$ cat config.mk
export PLATFORM = sky130hd
export DESIGN_NAME = gf180mcu_fd_sc_mcu9t5v0__rstseq
export DESIGN_NICKNAME = d
export VERILOG_FILES = /design/src/rtl/gf180mcu_fd_sc_mcu9t5v0__rstseq_pkg.sv /design/src/rtl/gf180mcu_fd_sc_mcu9t5v0__rstsync.sv /design/src/rtl/gf180mcu_fd_sc_mcu9t5v0__rstseq.sv
export SDC_FILE = /design/constraint.sdc
export NUM_CORES = 1
export LEC_CHECK = 0
export CORE_MARGIN = 5
export CORE_UTILIZATION = 30
export DETAILED_ROUTE_END_ITERATION = 6
export HOLD_SLACK_MARGIN = 0.03
export PLACE_DENSITY = 0.57
export SLEW_MARGIN = 30
export SYNTH_ARGS = -nofsm -noshare
export SYNTH_HDL_FRONTEND = slang
export SYNTH_SLANG_ARGS = --single-unit
$ cat constraint.sdc
create_clock -name CLKN -period 1.8 [get_ports CLKN]
set_clock_uncertainty 0.2 [all_clocks]
set_input_delay 0.27 -clock CLKN [delete_from_list [all_inputs] [get_ports CLKN]]
set_output_delay 0.27 -clock CLKN [all_outputs]
set_load 0.05 [all_outputs]
$ cat src/rtl/gf180mcu_fd_sc_mcu9t5v0__rstseq_pkg.sv
// Shared types and limits for the staged reset-release sequencer.
// Latency: n/a (declarations only).
// Backpressure: n/a.
package gf180mcu_fd_sc_mcu9t5v0__rstseq_pkg;

    // Largest supported number of staged outputs and release spacing.
    localparam int NOUT_MAX = 16;
    localparam int HOLD_MAX = 256;

    // Sequencer state: waiting on the synchronizer, releasing stages, or all released.
    typedef enum logic [1:0] {
        SYNC_WAIT = 2'd0,
        STAGE     = 2'd1,
        READY     = 2'd2
    } rstseq_state_t;

    // Register width able to hold 0..n-1, never narrower than one bit.
    function automatic int width_of(input int n);
        return (n <= 1) ? 1 : $clog2(n);
    endfunction

endpackage

$ cat src/rtl/gf180mcu_fd_sc_mcu9t5v0__rstsync.sv
// Reset-release synchronizer: SYNC falling-edge flops with async active-low clear.
// Latency: rn_sync rises on the SYNC-th falling CLKN edge after RN rises; RN low clears at once.
// Backpressure: none.
module gf180mcu_fd_sc_mcu9t5v0__rstsync #(
    parameter int SYNC = 2
) (
    input  logic CLKN,
    input  logic RN,
    output logic rn_sync,
    output logic rn_sync_d
);

    if (SYNC < 2 || SYNC > 3) begin : g_bad_sync
        $error("rstsync: SYNC must be 2 or 3");
    end

    logic [SYNC-1:0] chain;

    // Shift a constant 1 through the chain; every flop clears asynchronously with RN.
    always_ff @(negedge CLKN or negedge RN) begin
        if (!RN) begin
            chain <= '0;
        end else begin
            chain <= {chain[SYNC-2:0], 1'b1};
        end
    end

    // rn_sync_d is the value the last flop takes on the coming edge, so the
    // sequencer can act on the very edge where rn_sync rises.
    assign rn_sync   = chain[SYNC-1];
    assign rn_sync_d = chain[SYNC-2];

endmodule

$ cat src/rtl/gf180mcu_fd_sc_mcu9t5v0__rstseq.sv
// Staged reset-release sequencer: releases NOUT active-low resets one by one, HOLD edges apart.
// Latency: RN_OUT[k] rises HOLD*(k+1) falling edges after STAGE entry; RN low clears outputs at once.
// Backpressure: none; REQ is honoured only in READY, ignored while sequencing.
module gf180mcu_fd_sc_mcu9t5v0__rstseq
    import gf180mcu_fd_sc_mcu9t5v0__rstseq_pkg::*;
#(
    parameter int NOUT = 4,
    parameter int HOLD = 8,
    parameter int SYNC = 2
) (
    input  logic            CLKN,
    input  logic            RN,
    input  logic            REQ,
    output logic [NOUT-1:0] RN_OUT,
    output logic            BUSY,
    output logic            DONE
);

    if (NOUT < 1 || NOUT > NOUT_MAX) begin : g_bad_nout
        $error("rstseq: NOUT out of range 1..16");
    end
    if (HOLD < 1 || HOLD > HOLD_MAX) begin : g_bad_hold
        $error("rstseq: HOLD out of range 1..256");
    end

    localparam int CW = width_of(HOLD);
    localparam int IW = width_of(NOUT);

    localparam logic [CW-1:0] CNT_LAST = CW'(HOLD - 1);
    localparam logic [IW-1:0] IDX_LAST = IW'(NOUT - 1);

    rstseq_state_t   state;
    logic [CW-1:0]   cnt;
    logic [IW-1:0]   idx;
    logic [NOUT-1:0] rn_out_q;
    logic            done_q;
    logic [NOUT-1:0] idx_bit;

    logic rn_sync;
    logic rn_sync_d;
    logic go;

    gf180mcu_fd_sc_mcu9t5v0__rstsync #(
        .SYNC (SYNC)
    ) u_sync (
        .CLKN      (CLKN),
        .RN        (RN),
        .rn_sync   (rn_sync),
        .rn_sync_d (rn_sync_d)
    );

    // Synchronized release lands on this edge.
    assign go      = rn_sync_d & ~rn_sync;
    assign idx_bit = NOUT'(1) << idx;

    // Sequencer: wait for synchronized release, then open one stage every HOLD edges.
    always_ff @(negedge CLKN or negedge RN) begin
        if (!RN) begin
            state    <= SYNC_WAIT;
            cnt      <= '0;
            idx      <= '0;
            rn_out_q <= '0;
            done_q   <= 1'b0;
        end else begin
            case (state)
                SYNC_WAIT: begin
                    if (go) begin
                        state <= STAGE;
                        cnt   <= '0;
                        idx   <= '0;
                    end
                end
                STAGE: begin
                    if (cnt == CNT_LAST) begin
                        rn_out_q <= rn_out_q | idx_bit;
                        cnt      <= '0;
                        // idx stops at the last stage rather than wrapping.
                        if (idx == IDX_LAST) begin
                            state  <= READY;
                            done_q <= 1'b1;
                        end else begin
                            idx <= idx + IW'(1);
                        end
                    end else begin
                        cnt <= cnt + CW'(1);
                    end
                end
                READY: begin
                    // Software re-reset: synchronizer stays set, so staging restarts at this edge.
                    if (REQ) begin
                        state    <= STAGE;
                        cnt      <= '0;
                        idx      <= '0;
                        rn_out_q <= '0;
                        done_q   <= 1'b0;
                    end
                end
                default: begin
                    state <= SYNC_WAIT;
                end
            endcase
        end
    end

    assign RN_OUT = rn_out_q;
    assign DONE   = done_q;
    assign BUSY   = ~done_q;

endmodule
==> results_dict.tcl <==
set metrics [dict create \
    avgSynthCellArea_um2 11.12 \
    start_util 0.3167 \
    ys_async_sr_fraction 1.000 \
    cts_max_level 1 \
    grt_pass1_wl_um 2187 \
    clock-root-buffer "clkbuf_4" \
    p_leak_nw 0.4599 \
    dieWidth_um 58.33 \
    synth.area.top_cells "dfrtn_1 (50%), ha_1 (11%), a22o_1 (5.0%)" \
    power.density_nw_per_um2 1061 \
    syn_area_um2 700.7 \
    design.core.area_um2 2212 \
    post_cts_buffers 0 \
    path_max_fanout 3 \
    setup_viol_count_final 9 \
    cap_violations 0 \
    clk_pin_slew_ps 50 \
    ir_worst_vdd_mv 0.6942 \
    antenna_found_initial 0 \
    gr-total-overflow 0 \
    cts_tree "done" \
    rsz0062_at_grt "true" \
    stdcell_count 109 \
    viasPerCell 4.817 \
    wl_um 1338 \
    finalWorstSetupSlack_ps -582.1 \
    status "finished, violations left" \
    fillers 220 \
    dp_hpwl_um 1085 \
    synthTopCellsByCount "dfrtn_1 (14), o21ai_1 (7), ha_1 (6), nand2_1 (6)" \
    drive_above_1_share 0.2963 \
    ys.flop_type "dfrtn_1" \
    grt_use_total 0.08666 \
    io_buffer_count 8 \
    yosysUniqueCellTypes 23 \
    drt_first_pass_iters 4 \
    ys_seq_area_frac 0.5000 \
    hp-class "reg -> reg" \
    cts_made_buffers 3 \
    n_antenna_cell 0 \
    place_inst 106 \
    synth.most_common_cell "dfrtn_1" \
    routed-via-count 525 \
    grt_max_degree 12 \
    io_pins 9 \
    total_power_w 0.001010 \
    path_cells "inv_2 > buf_12" \
    drtIter0Drc 8 \
    ant_nets 0 \
    synth_top_area_share 0.5000 \
    synth-seq-cells 14 \
    worstPathArrival_ps 1910 \
    critPathBufInv 2 \
    cp_top_family "flip-flops" \
    wl_per_cell_um 12.28 \
    ys_warn_count 0 \
    final_net_count 92 \
    final_hold_viol_count 0 \
    syn_inst 63 \
    area_growth_pct 35.89 \
    die-area_um2 3402 \
    critPathMaxStageDelay_ps 500 \
    clock_sinks 14 \
    finalWeightedCongestion 0.7260 \
    grt_pass1_vias 510 \
    rows 17 \
    worst-setup-path-type "reg -> out" \
    synth_edf_count 0 \
    required_ps 1330 \
    worstSkewPairLatency_ps 280 \
    yosysTopAreaCell "dfrtn_1" \
    crit_path_end_kind "primary output" \
    die_h_um 58.33 \
    violations "negative setup slack" \
    synth_nets 72 \
    finalMaxSlewViolations 0 \
    drcViolationCount 0 \
    slowest_stage "dfrtn_1" \
    start_kind "register" \
    cts_max_path_buffers 2 \
]
final timing paths:
check | start | cells past startpoint | endpoint | slack (ps)
hold reg to reg | u_sync.chain[0]$_DFF_NN0_ | 0 | u_sync.chain[1]$_DFF_NN0_ | 140
setup reg to reg | cnt[0]$_DFFE_NN0P_ | 5 | idx[1]$_DFFE_NN0P_ | 150
setup / recovery | DONE$_DFFE_NN0P_ | 2 | BUSY | -580
min in group asynchronous | RN | 2 | state[1]$_DFFE_NN0P_ | 870
max in group asynchronous | RN | 2 | idx[0]$_DFFE_NN0P_ | 370
hold / removal | u_sync.chain[0]$_DFF_NN0_ | 0 | u_sync.chain[1]$_DFF_NN0_ | 140
final cells by class:
class / count / area, um^2 / share of cell area
repair buffers: 18 / 220.2 / 0.2313
flip-flops and latches: 14 / 350.3 / 0.3679
inverters: 3 / 11.26 / 0.01183
well taps: 28 / 35.03 / 0.03679
multi-input cells: 43 / 312.8 / 0.3285
clock buffers: 3 / 22.52 / 0.02365
flip-flops by register name, indices dropped and copies added (netlist names):
signal,cells
u_sync.chain,2
RN_OUT,4
idx,2
DONE,1
cnt,3
state,2
worst reg2reg max path: cells and delay by family, from the launching register on:
kind | cells | cell delay (ps)
flip-flops | 1 | 430
AND/OR/NAND/NOR | 1 | 60
AO/OA/AOI/OAI | 2 | 470
adder cells (fa/ha/maj) | 2 | 320
power by group:
part           total (W)  internal [W]  switching (W)
sequential      0.000456      0.000391      0.0000653
clock           0.000167     0.0000774      0.0000899
combinational   0.000386      0.000204       0.000183
total            0.00101      0.000672       0.000338
repair_timing:
item,in CTS,in global routing
pin swaps,3,2
cloned,0,0
resized for setup,8,0
setup endpoints to repair,18,8
hold buffers,0,0
cells in the final DEF, fill, tap and decap left out, types with 2 or more instances in the layout:
master    netlist  routed
nand2b_1        3       3
inv_1           3       2
ha_1            6       6
dfrtn_1        14      14
buf_12          0       6
a22o_1          4       4
o21ai_1         7       7
a31oi_1         4       4
nor2_1          2       2
nand2_1         6       6
clkbuf_4        1       3
buf_4           1      10
cell families (layout without fill, tap and decap cells):
| family | Yosys count | after routing | synth area share |
|---|---|---|---|
| AOI/OAI and AO/OA | 19 | 19 | 0.1768 |
| and+or+nand+nor | 16 | 16 | 0.1428 |
| DFF | 14 | 14 | 0.5000 |
| adders and majority gates | 6 | 6 | 0.1071 |
| buffers and inverters | 6 | 24 | 0.05358 |
| other | 1 | 1 | 0.005352 |
| muxes | 1 | 1 | 0.01429 |
per-layer routing:
| layer | vias to the layer above | global-route usage | routed length [um] |
|---|---|---|---|
| met5 | - | 0 | 0 |
| met4 | 0 | 0.03974 | 16 |
| met3 | 2 | 0.03947 | 65 |
| met2 | 10 | 0.1404 | 679 |
| met1 | 251 | 0.09686 | 577 |
| li1 | 262 | - | - |
stage by stage:
stage / utilization / TNS [ps] / worst slack, ps / instance area, um^2 / hold slack, ps
floorplan: - / -3400 / -608.0 / 700.7 / 127.2
finish: 0.4304 / -3102 / -582.1 / 952.2 / 141.7
global route: 0.4304 / -3437 / -622.4 / 952.2 / 156.1
CTS: 0.4304 / -3257 / -597.4 / 952.2 / 153.3
global placement: 0.4180 / -8830 / -826.2 / 924.6 / 140.5
detailed placement: 0.4180 / -9159 / -873.8 / 924.6 / 153.2
Power figures use the tool's default switching activity.
